==> config.mk <==
export PLATFORM = sky130hd
export DESIGN_NAME = riv_sync_debounce_flat
export DESIGN_NICKNAME = d
export VERILOG_FILES = /design/src/rtl/riv_sync_debounce_if.sv /design/src/rtl/riv_sync_debounce.sv /design/src/flat_wrapper.sv
export SDC_FILE = /design/constraint.sdc
export NUM_CORES = 1
export LEC_CHECK = 0
export CAP_MARGIN = 20
export CORE_MARGIN = 2
export CORE_UTILIZATION = 51
export CTS_BUF_LIST = sky130_fd_sc_hd__clkbuf_4 sky130_fd_sc_hd__clkbuf_8
export CTS_CLUSTER_SIZE = 12
export DETAILED_ROUTE_END_ITERATION = 8
export GPL_TIMING_DRIVEN = 0
export HOLD_SLACK_MARGIN = 0.15
export PLACE_DENSITY = 0.86
export SLEW_MARGIN = 20
export SYNTH_ARGS = -nofsm -noshare
export SYNTH_HDL_FRONTEND = slang
export SYNTH_SLANG_ARGS = --single-unit
==> constraint.sdc <==
create_clock -name dst_clk -period 2 [get_ports dst_clk]
set_clock_uncertainty 0.1 [all_clocks]
set_input_delay 0.2 -clock dst_clk [delete_from_list [all_inputs] [get_ports dst_clk]]
set_output_delay 0.2 -clock dst_clk [all_outputs]
set_load 0.005 [all_outputs]
==> src/rtl/riv_sync_debounce_if.sv <==
// Interface bundle for riv_sync_debounce. It carries the synchronised input, the
// glitch-counter clear, and the debounced level, edge pulses and status outputs.
interface riv_sync_debounce_if #(
  parameter int unsigned GLITCH_W = 8
);
  logic                sync_in;
  logic                glitch_clr;
  logic                level_out;
  logic                rise_pulse;
  logic                fall_pulse;
  logic                qualifying;
  logic [GLITCH_W-1:0] glitch_cnt;

  modport master (
    output sync_in, glitch_clr,
    input  level_out, rise_pulse, fall_pulse, qualifying, glitch_cnt
  );

  modport slave (
    input  sync_in, glitch_clr,
    output level_out, rise_pulse, fall_pulse, qualifying, glitch_cnt
  );
endinterface

==> src/rtl/riv_sync_debounce.sv <==
// Debounce qualifier that sits after a 2-FF synchroniser. A new level is accepted
// only after STABLE_CYCLES identical samples; aborted attempts are counted as glitches.
//
//   state     | meaning
//   ST_STABLE | sync_in agrees with level_out, or a STABLE_CYCLES==1 flip just happened
//   ST_QUAL   | a candidate level is being timed; cnt holds the differing samples seen
module riv_sync_debounce #(
  parameter int unsigned STABLE_CYCLES = 4,
  parameter logic        RESET_VAL     = 1'b0,
  parameter int unsigned GLITCH_W      = 8
) (
  input logic                dst_clk,
  input logic                dst_rst_n,
  riv_sync_debounce_if.slave bus
);
  localparam int CW = (STABLE_CYCLES < 2) ? 1 : $clog2(STABLE_CYCLES + 1);
  localparam logic [CW-1:0] CNT_LAST = CW'(STABLE_CYCLES - 1);

  localparam logic [0:0] ST_STABLE = 1'b0;
  localparam logic [0:0] ST_QUAL   = 1'b1;

  logic [0:0]          state;
  logic [CW-1:0]       cnt;
  logic                level_q;
  logic                rise_q;
  logic                fall_q;
  logic                qual_q;
  logic [GLITCH_W-1:0] glitch_q;
  logic                differ;
  logic                abort;

  assign differ = (bus.sync_in != level_q);
  assign abort  = (state == ST_QUAL) && !differ;

  always_ff @(posedge dst_clk or negedge dst_rst_n) begin
    if (!dst_rst_n) begin
      state   <= ST_STABLE;
      cnt     <= '0;
      level_q <= RESET_VAL;
      rise_q  <= 1'b0;
      fall_q  <= 1'b0;
      qual_q  <= 1'b0;
    end else begin
      rise_q <= 1'b0;
      fall_q <= 1'b0;
      case (state)
        ST_STABLE: begin
          cnt <= '0;
          if (differ) begin
            if (STABLE_CYCLES == 1) begin
              level_q <= bus.sync_in;
              rise_q  <= bus.sync_in;
              fall_q  <= !bus.sync_in;
            end else begin
              state  <= ST_QUAL;
              cnt    <= CW'(1);
              qual_q <= 1'b1;
            end
          end
        end
        default: begin
          if (!differ) begin
            state  <= ST_STABLE;
            cnt    <= '0;
            qual_q <= 1'b0;
          end else if (cnt == CNT_LAST) begin
            level_q <= bus.sync_in;
            rise_q  <= bus.sync_in;
            fall_q  <= !bus.sync_in;
            state   <= ST_STABLE;
            cnt     <= '0;
            qual_q  <= 1'b0;
          end else begin
            cnt <= cnt + CW'(1);
          end
        end
      endcase
    end
  end

  // A clear wins over a same-cycle abort; the counter saturates instead of wrapping.
  always_ff @(posedge dst_clk or negedge dst_rst_n) begin
    if (!dst_rst_n) begin
      glitch_q <= '0;
    end else if (bus.glitch_clr) begin
      glitch_q <= '0;
    end else if (abort && (glitch_q != {GLITCH_W{1'b1}})) begin
      glitch_q <= glitch_q + GLITCH_W'(1);
    end
  end

  assign bus.level_out  = level_q;
  assign bus.rise_pulse = rise_q;
  assign bus.fall_pulse = fall_q;
  assign bus.qualifying = qual_q;
  assign bus.glitch_cnt = glitch_q;
endmodule

==> src/flat_wrapper.sv <==
// flat-port wrapper written by rule: the top's interface ports become plain ports
module riv_sync_debounce_flat 
#(
  parameter int unsigned STABLE_CYCLES = 4,
  parameter logic        RESET_VAL     = 1'b0,
  parameter int unsigned GLITCH_W      = 8
)
  (dst_clk, dst_rst_n, bus_sync_in, bus_glitch_clr, bus_level_out, bus_rise_pulse, bus_fall_pulse, bus_qualifying, bus_glitch_cnt);
  riv_sync_debounce_if #(.GLITCH_W(GLITCH_W)) bus_i ();
  input logic dst_clk;
  input logic dst_rst_n;
  input wire logic [$bits(bus_i.sync_in)-1:0] bus_sync_in;
  input wire logic [$bits(bus_i.glitch_clr)-1:0] bus_glitch_clr;
  output wire logic [$bits(bus_i.level_out)-1:0] bus_level_out;
  output wire logic [$bits(bus_i.rise_pulse)-1:0] bus_rise_pulse;
  output wire logic [$bits(bus_i.fall_pulse)-1:0] bus_fall_pulse;
  output wire logic [$bits(bus_i.qualifying)-1:0] bus_qualifying;
  output wire logic [$bits(bus_i.glitch_cnt)-1:0] bus_glitch_cnt;
  assign bus_i.sync_in = bus_sync_in;
  assign bus_i.glitch_clr = bus_glitch_clr;
  assign bus_level_out = bus_i.level_out;
  assign bus_rise_pulse = bus_i.rise_pulse;
  assign bus_fall_pulse = bus_i.fall_pulse;
  assign bus_qualifying = bus_i.qualifying;
  assign bus_glitch_cnt = bus_i.glitch_cnt;
  riv_sync_debounce #(.STABLE_CYCLES(STABLE_CYCLES), .RESET_VAL(RESET_VAL), .GLITCH_W(GLITCH_W)) u_core (.dst_clk(dst_clk), .dst_rst_n(dst_rst_n), .bus(bus_i));
endmodule
==> results of run 1 <==
## registers in the layout (all words and copies together), names as in the netlist
signal	flops
u_core.bus.glitch_cnt	8
u_core.cnt	3
u_core.bus.fall_pulse	1
u_core.bus.level_out	1
u_core.bus.qualifying	1
u_core.bus.rise_pulse	1
u_core.state	1
## routing by layer
| layer | vias to the layer above | global-route usage, % | share of wire, % |
|---|---|---|---|
| li1 | 281 | - | - |
| met1 | 286 | 26.2 | 45 |
| met2 | 17 | 34.7 | 49 |
| met3 | 5 | 9.05 | 4.5 |
| met4 | 0 | 8.75 | 1.6 |
| met5 | - | 0 | 0 |
## report_power, final
part	internal [mW]	leakage (nW)	total (mW)	switching [mW]
clock network	0.111	0.0210	0.223	0.112
registers	0.389	0.213	0.460	0.0711
logic	0.182	0.155	0.330	0.148
total	0.682	0.390	1.01	0.331
## cell families after synthesis
group,after synthesis,synth area share (%)
AOI/OAI and AO/OA,16,13.3
xor gates and xnor gates,2,3.38
adders and majority gates,2,3.38
buffers and inverters,4,3.04
DFF,16,54.1
muxes,2,2.87
and+or+nand+nor,25,19.9
## area by class of cell
| type | instances | area share, % |
|---|---|---|
| buffer | 2 | 1.60 |
| clock buffer | 4 | 3.88 |
| inverter | 2 | 0.802 |
| multi-input combinational | 47 | 34.0 |
| sequential | 16 | 42.8 |
| tap | 15 | 2.01 |
| timing repair buffer | 14 | 15.0 |
## layout by cell type (no fill, tap or decap), types with 2 or more instances in the layout
| cell | netlist | final |
|---|---|---|
| a21oi_1 | 6 | 6 |
| or4_1 | 2 | 2 |
| nand3_1 | 4 | 4 |
| o21ai_0 | 4 | 4 |
| or3_1 | 4 | 4 |
| o31ai_1 | 2 | 2 |
| a21boi_0 | 2 | 2 |
| nor2_1 | 3 | 3 |
| nand2b_1 | 2 | 2 |
| nand2_1 | 3 | 3 |
| clkbuf_4 | 0 | 3 |
| ha_1 | 2 | 2 |
| inv_1 | 2 | 2 |
| clkdlybuf4s50_1 | 0 | 14 |
| nor3b_1 | 3 | 3 |
| dfrtp_1 | 16 | 16 |
## critical path, delay by kind of cell, from the launching register on
kind / cells / cell delay (ns)
adder cells (fa/ha/maj): 1 / 0.27
AO/OA/AOI/OAI: 2 / 0.26
flip-flops: 1 / 0.45
buffers and inverters: 1 / 0.17
AND/OR/NAND/NOR: 2 / 0.46
## worst paths after layout
path | start | slack (ns) | cells past startpoint | end
setup / recovery | u_core.bus.glitch_cnt[0] | 0.22 | 6 | u_core.bus.glitch_cnt[4]
hold / removal | bus_glitch_clr | 0.17 | 2 | u_core.bus.glitch_cnt[1]
setup reg to reg | u_core.bus.glitch_cnt[0] | 0.22 | 6 | u_core.bus.glitch_cnt[4]
hold reg to reg | u_core.cnt[0] | 0.37 | 1 | u_core.cnt[0]
max in group asynchronous | dst_rst_n | 1.14 | 1 | u_core.bus.glitch_cnt[0]
min in group asynchronous | dst_rst_n | 0.21 | 1 | u_core.bus.glitch_cnt[6]
==> results summary, run 1 <==
The floorplan die width came out at ~42 um. The detailed router finished its first iteration with 21 violations. The floorplan row count came out at 13.

After layout, the minimum clock period comes to approximately 1.8 ns. Counting flops with a built-in enable in the synthesized netlist gives 0. After routing the design area is about 940 um^2. The CTS buffer count came out at 3.

The cell at the root of the clock tree is clkbuf_4. The core occupancy in the finished layout is a little over two thirds. For this run, the slowest stage of the critical path takes 0.45 ns. The min-delay analysis places its worst path in the category primary input to register. After synthesis, the most frequently instantiated cells are dfrtp_1, a21oi_1, nand3_1, o21ai_0, or3_1. The remaining design rule violation count came out at 0. The netlist uses 26 different library cells. Setup repair after global routing left no endpoint under its margin. The detail route stage leaves a number of antenna-violating nets equal to 0. The initial standard-cell utilization of the core came out at a little under three fifths. The sum of internal, switching and leakage power is 1.01 mW.

TritonCTS built the clock tree. The clock transition at the register clock pins on the worst setup and hold paths after CTS is 0.09 ns. The core region is 1330 um^2. Power spread over the standard cell area amounts to ~1100 nW/um^2. The library cell with the largest summed area after synthesis is dfrtp_1. The global-route wire length before repair is approximately 2700 um. The run finished with clean final reports. The peak clock frequency supported by timing is 0.562 GHz. The number of standard cells after synthesis is 67. The count of H-tree levels built during CTS is 1. In the final layout, the share of cells above drive strength 1 is 9.41%.

The max-slew headroom at the worst pin came out at a little over half. 0 antenna diodes ended up in the layout. The arrival time at the worst endpoint is 1.91 ns.

The number of fillers in the final layout is 101. The share of the clock period used by the worst path came out at 89.0%. The detailed placement HPWL came out at 1120 um.

The number of sinks handled by clock tree synthesis came out at 16. The kind of critical path is register to register. The largest net degree at the start of global routing is 17. The pre-antenna-repair detailed-routing pass consisted of 4 iterations. The clock latency at the later pin of the worst-skew pair came out at approximately 0.30 ns.

The via count normalized by instance count is between 5 and 6. The instance area after placement is around 900 um^2. The portion of the post-synthesis area used by sequential elements came out at 54.1%. The placer congestion estimate came out at 0.774. The post-placement worst setup slack came out at 0.0786 ns. The slew at the pin closest to its max-slew limit is 0.702 ns. The via count of the first global-routing pass is ~590.

The final count of pins violating max slew is 0. In this run the cell area of the synthesized design comes to approximately 740 um^2. The die boundary height came out at 42.1 um. The I/O pin count came out at 16. For this run the aggregate overflow at the end of global routing stands at 0. The average detailed-routed wire length per instance is 15.8 um. The worst hold slack after final layout came out at around 0.17 ns. The net count after synthesis came out at 73. The final routed wirelength across all metal layers came out at 1580 um. The library cell contributing the largest single delay on the critical path is dfrtp_1.

The number of cells in the finished layout apart from fillers came out at 100. The number of I/O port buffers is 14. The number of antenna violations at the first check in global routing was 0. The number of setup buffers added after CTS came out at 0.

The multi-input combinational cell area is 318 um^2. The proportion of register bits with asynchronous set or reset after synthesis came out at 100%. The leakage power came out at 0.390 nW. Dividing the synthesized area by the synthesized cell count gives 11.1 um^2. Of the post-synthesis cell area, the dominant cell type holds 54.1%. Post-CTS repair changed the size of 0 cells. The worst setup path is captured at a register. The critical path goes through ha_1, nand3_1, o211ai_2, buf_6, or3_1, a21oi_1. For the worst setup path, the data required time is ~2.1 ns. The storage element area is 400 um^2.

The growth of design area from synthesis to finish came out at 26.4%. The net count reported at finish came out at 92. The accumulated negative setup slack is 0 ns. Yosys instantiated no cell more often than dfrtp_1.

For this block, the via count after detailed routing is 589. Across all setup checks in the final design, the least slack found is 0.220 ns. For this design, the CTS-stage hold fixing added 0 buffers. Across the run, the number of max-cap violations was 0. The full die area came out at 1770 um^2. In the synthesized netlist the dominant register cell turns out to be dfrtp_1. IR analysis of the VDD net gives a maximum drop of 0.629 mV. The startpoint kind of the worst setup timing path is a register. The count of final hold-check violations was 0. After synthesis the netlist holds a flip-flop and latch count of 16. The number of warnings reported in the yosys synthesis log came out at 0. The total routing resource utilization after global routing is 21.8%. The cell count after placement came out at 96.

Setup violations remaining at the end of the flow were counted as 0. The worst-case clock buffer depth came out at 2. The worst-path maximum fanout came out at 10. Sorting the synthesized cells by area gives the leading types as dfrtp_1, a21oi_1, ha_1.
(Power assumes the default switching activity.)
==> run 2: changes to the inputs <==
- CELL_PAD_IN_SITES_DETAIL_PLACEMENT: unset -> 1
- CELL_PAD_IN_SITES_GLOBAL_PLACEMENT: unset -> 1
- CORE_UTILIZATION: 51 -> 39
- PLACE_DENSITY: 0.86 -> 0.85
- SLEW_MARGIN: 20 -> unset
==> run 2 against run 1 <==
Compared with the run above: non-clock buffer count is the same; die area grew 28%; sequential share of layout area grew 0.057 points; cell count increased by 9.0%.
==> results summary, run 2 (synthesized netlist as in run 1, its figures left out) <==
The final count of pins violating max slew came out at 0 (unchanged). The net count reported at finish is 92 (unchanged). The die boundary height is 47.6 um (+13%). The floorplan die width is 47.6 um (+13%). In the layout the commonest cells are dfrtp_1, clkdlybuf4s50_1, a21oi_1. The remaining number of nets flagged by the antenna check after routing was 0 (unchanged). The total net switching power is 0.310 mW (-6.4%).

The sequential share of power is 48.4% (+3.0 points). Setup repair after global routing left no endpoint under its margin. The max-slew headroom at the worst pin is 51.8% (-1.3 points).

The number of setup buffers added after CTS came to 0 (unchanged). The share of the clock period used by the worst path came out at 89.5% (+0.48 points). The routed via count is 567 (-3.7%).

The count of H-tree levels built during CTS came to 1 (unchanged). TritonCTS built the clock tree. The number of fillers in the final layout is 209 (+110%). The number of cells in the finished layout apart from fillers is 109 (+9.0%). The detailed placement HPWL is 1120 um (-0.51%). The peak clock frequency supported by timing came out at 0.559 GHz (-0.54%). The min-delay analysis places its worst path in the category primary input to register.

The total routing resource utilization after global routing is 15.9% (-5.8 points). The remaining design rule violation count is 0 (unchanged). The initial standard-cell utilization of the core is 42.0% (-14 points). The average detailed-routed wire length per instance is 13.5 um (-15%). The placer congestion estimate is 0.758 (-2.1%).

From synthesis to final layout, the design area changed by 26.2%. The first-pass detailed-route iteration total is 2 (-2). The total core area came out at 1760 um^2 (+32%). The CTS buffer count came out at 3 (unchanged). The quantity of gates resized following cts came out at 0 (unchanged). The worst supply voltage drop on vdd is 0.678 mV (+7.8%). The tree is rooted in a clkbuf_4. The largest net degree at the start of global routing came out at 17 (unchanged).

The minimum setup slack in the final design came out at 0.211 ns (-0.00967 ns). The number of I/O port buffers is 14 (unchanged). The startpoint of the lowest-slack hold path is bus_glitch_clr. Leaving out fill and tap cells, the most frequent cell in the layout is dfrtp_1.

The worst setup path is of the register to register kind. The flow ran to the end, and the final reports show no timing, DRC or antenna violations. The cell count after placement is 106 (+10%). The starting DRC count in detailed routing came to 7 (-67%). The net switching fraction of the power is 32.6% (-0.084 points). The count of antenna diodes in the layout is 0 (unchanged). The count of final hold-check violations is 0 (unchanged).

The global-route wire length before repair is 2460 um (-10%). The arrival time at the worst endpoint came out at 1.89 ns (-0.02 ns). The slew at the pin closest to its max-slew limit is 0.721 ns (+0.0192 ns). The leakage power came to 0.382 nW (-1.8%).

The total global routing overflow is 0 (unchanged). The sum of internal, switching and leakage power came to 0.951 mW (-6.1%). The launching point of the worst reg2reg path is u_core.bus.glitch_cnt[0]. The max-cap check violation count came out at 0 (unchanged). The accumulated negative setup slack is 0 ns (unchanged). The total of hold buffers inserted after clock tree synthesis came out at 0 (unchanged). The clock transition at the register clock pins on the worst setup and hold paths after CTS came out at 0.08 ns (about the same). The floorplan row count came out at 15 (+2). The critical path starts at u_core.bus.glitch_cnt[0]. The post-placement worst setup slack came to 0.0380 ns (-0.0405 ns). The final-report setup violation count is 0 (unchanged).

The number of antenna violations at the first check in global routing came out at 0 (unchanged). The power density normalized to cell area is 1020 nW/um^2 (-6.0%). The worst-path maximum fanout is 10 (unchanged). The data required time of the worst path came out at 2.10 ns (-0.03 ns). The final critical path time including I/O delays and setup is 1.79 ns (+0.00967 ns). The clock latency at the later pin of the worst-skew pair is 0.27 ns (-0.03 ns). The flip-flop count of the largest register, all copies and words added came out at 8 (unchanged).

The number of sinks handled by clock tree synthesis is 16 (unchanged). The clock group share of total power is 16.5% (-5.5 points). The startpoint kind of the worst setup timing path is a register. The relative contribution of combinational cells to total power came out at 35.1% (+2.5 points). The internal power of the cells came out at 0.641 mW (-6.0%). The final routed wirelength across all metal layers is 1470 um (-7.0%). The via count of the first global-routing pass came to 574 (-2.5%).

The via count normalized by instance count is 5.20 (-12%). The worst-case clock buffer depth is 2 (unchanged). The type of element capturing the critical path is a register. The I/O pin count came out at 16 (unchanged). The full die area came to 2260 um^2 (+28%). The ratio of cells with drive above 1 in the final layout was 8.33% (-1.1 points).
run 2: cell types whose count changed in the layout (fill, tap and decap cells not counted), sizes merged:
cell / before / now
clkbuf: 4 / 3
run 2: layer usage:
| layer | share of wire [%] | GRT usage (%) | vias to the layer above |
|---|---|---|---|
| met2 | 50 | 26.8 | 12 |
| met3 | 3.3 | 2.26 | 2 |
| met4 | 1.2 | 8.11 | 0 |
| li1 | - | - | 276 |
| met5 | 0 | 0 | - |
| met1 | 46 | 20.0 | 277 |
run 2: through the flow:
stage	hold slack (ns)	instance area (um^2)	utilization (%)
5_1_grt	0.221	935	53.0
4_1_cts	0.192	935	53.0
3_3_place_gp	0.358	912	51.7
2_1_floorplan	-0.196	741	-
3_5_place_dp	0.378	912	51.7
6_report	0.178	935	53.0
run 2: area by class of cell:
cell class,count,area [um^2],share of cell area (%)
Multi-Input combinational cell,47,318,34.0
Inverter,2,7.51,0.803
Sequential cell,16,400,42.8
Tap cell,25,31.3,3.35
Buffer,2,15.0,1.61
Clock buffer,3,22.5,2.41
Timing Repair Buffer,14,140,15.0
run 2: critical path, cell delays in order, from the launching register on:
cell and delay (ns):
dfrtp_1 0.44, ha_1 0.26, nand3_1 0.11, o211ai_2 0.13, buf_6 0.18, or3_1 0.35, a21oi_1 0.14
run 2: path summary, 6_finish.rpt:
path / end / slack (ns) / cells after the start
hold reg to reg: u_core.cnt[0] / 0.39 / 1
min in group asynchronous: u_core.bus.glitch_cnt[6] / 0.25 / 1
setup reg to reg: u_core.bus.glitch_cnt[4] / 0.21 / 6
setup / recovery: u_core.bus.glitch_cnt[4] / 0.21 / 6
max in group asynchronous: u_core.cnt[1] / 1.09 / 1
hold / removal: u_core.bus.glitch_cnt[1] / 0.18 / 2
run 2: power groups by stage:
stage | Clock, mW | Sequential [mW] | Combinational [mW]
after floorplan | 0 | 0.455 | 0.207
after global placement | 0 | 0.462 | 0.322
after detailed placement | 0 | 0.467 | 0.340
after CTS | 0.169 | 0.461 | 0.341
after global routing | 0.176 | 0.471 | 0.376
final | 0.157 | 0.460 | 0.334
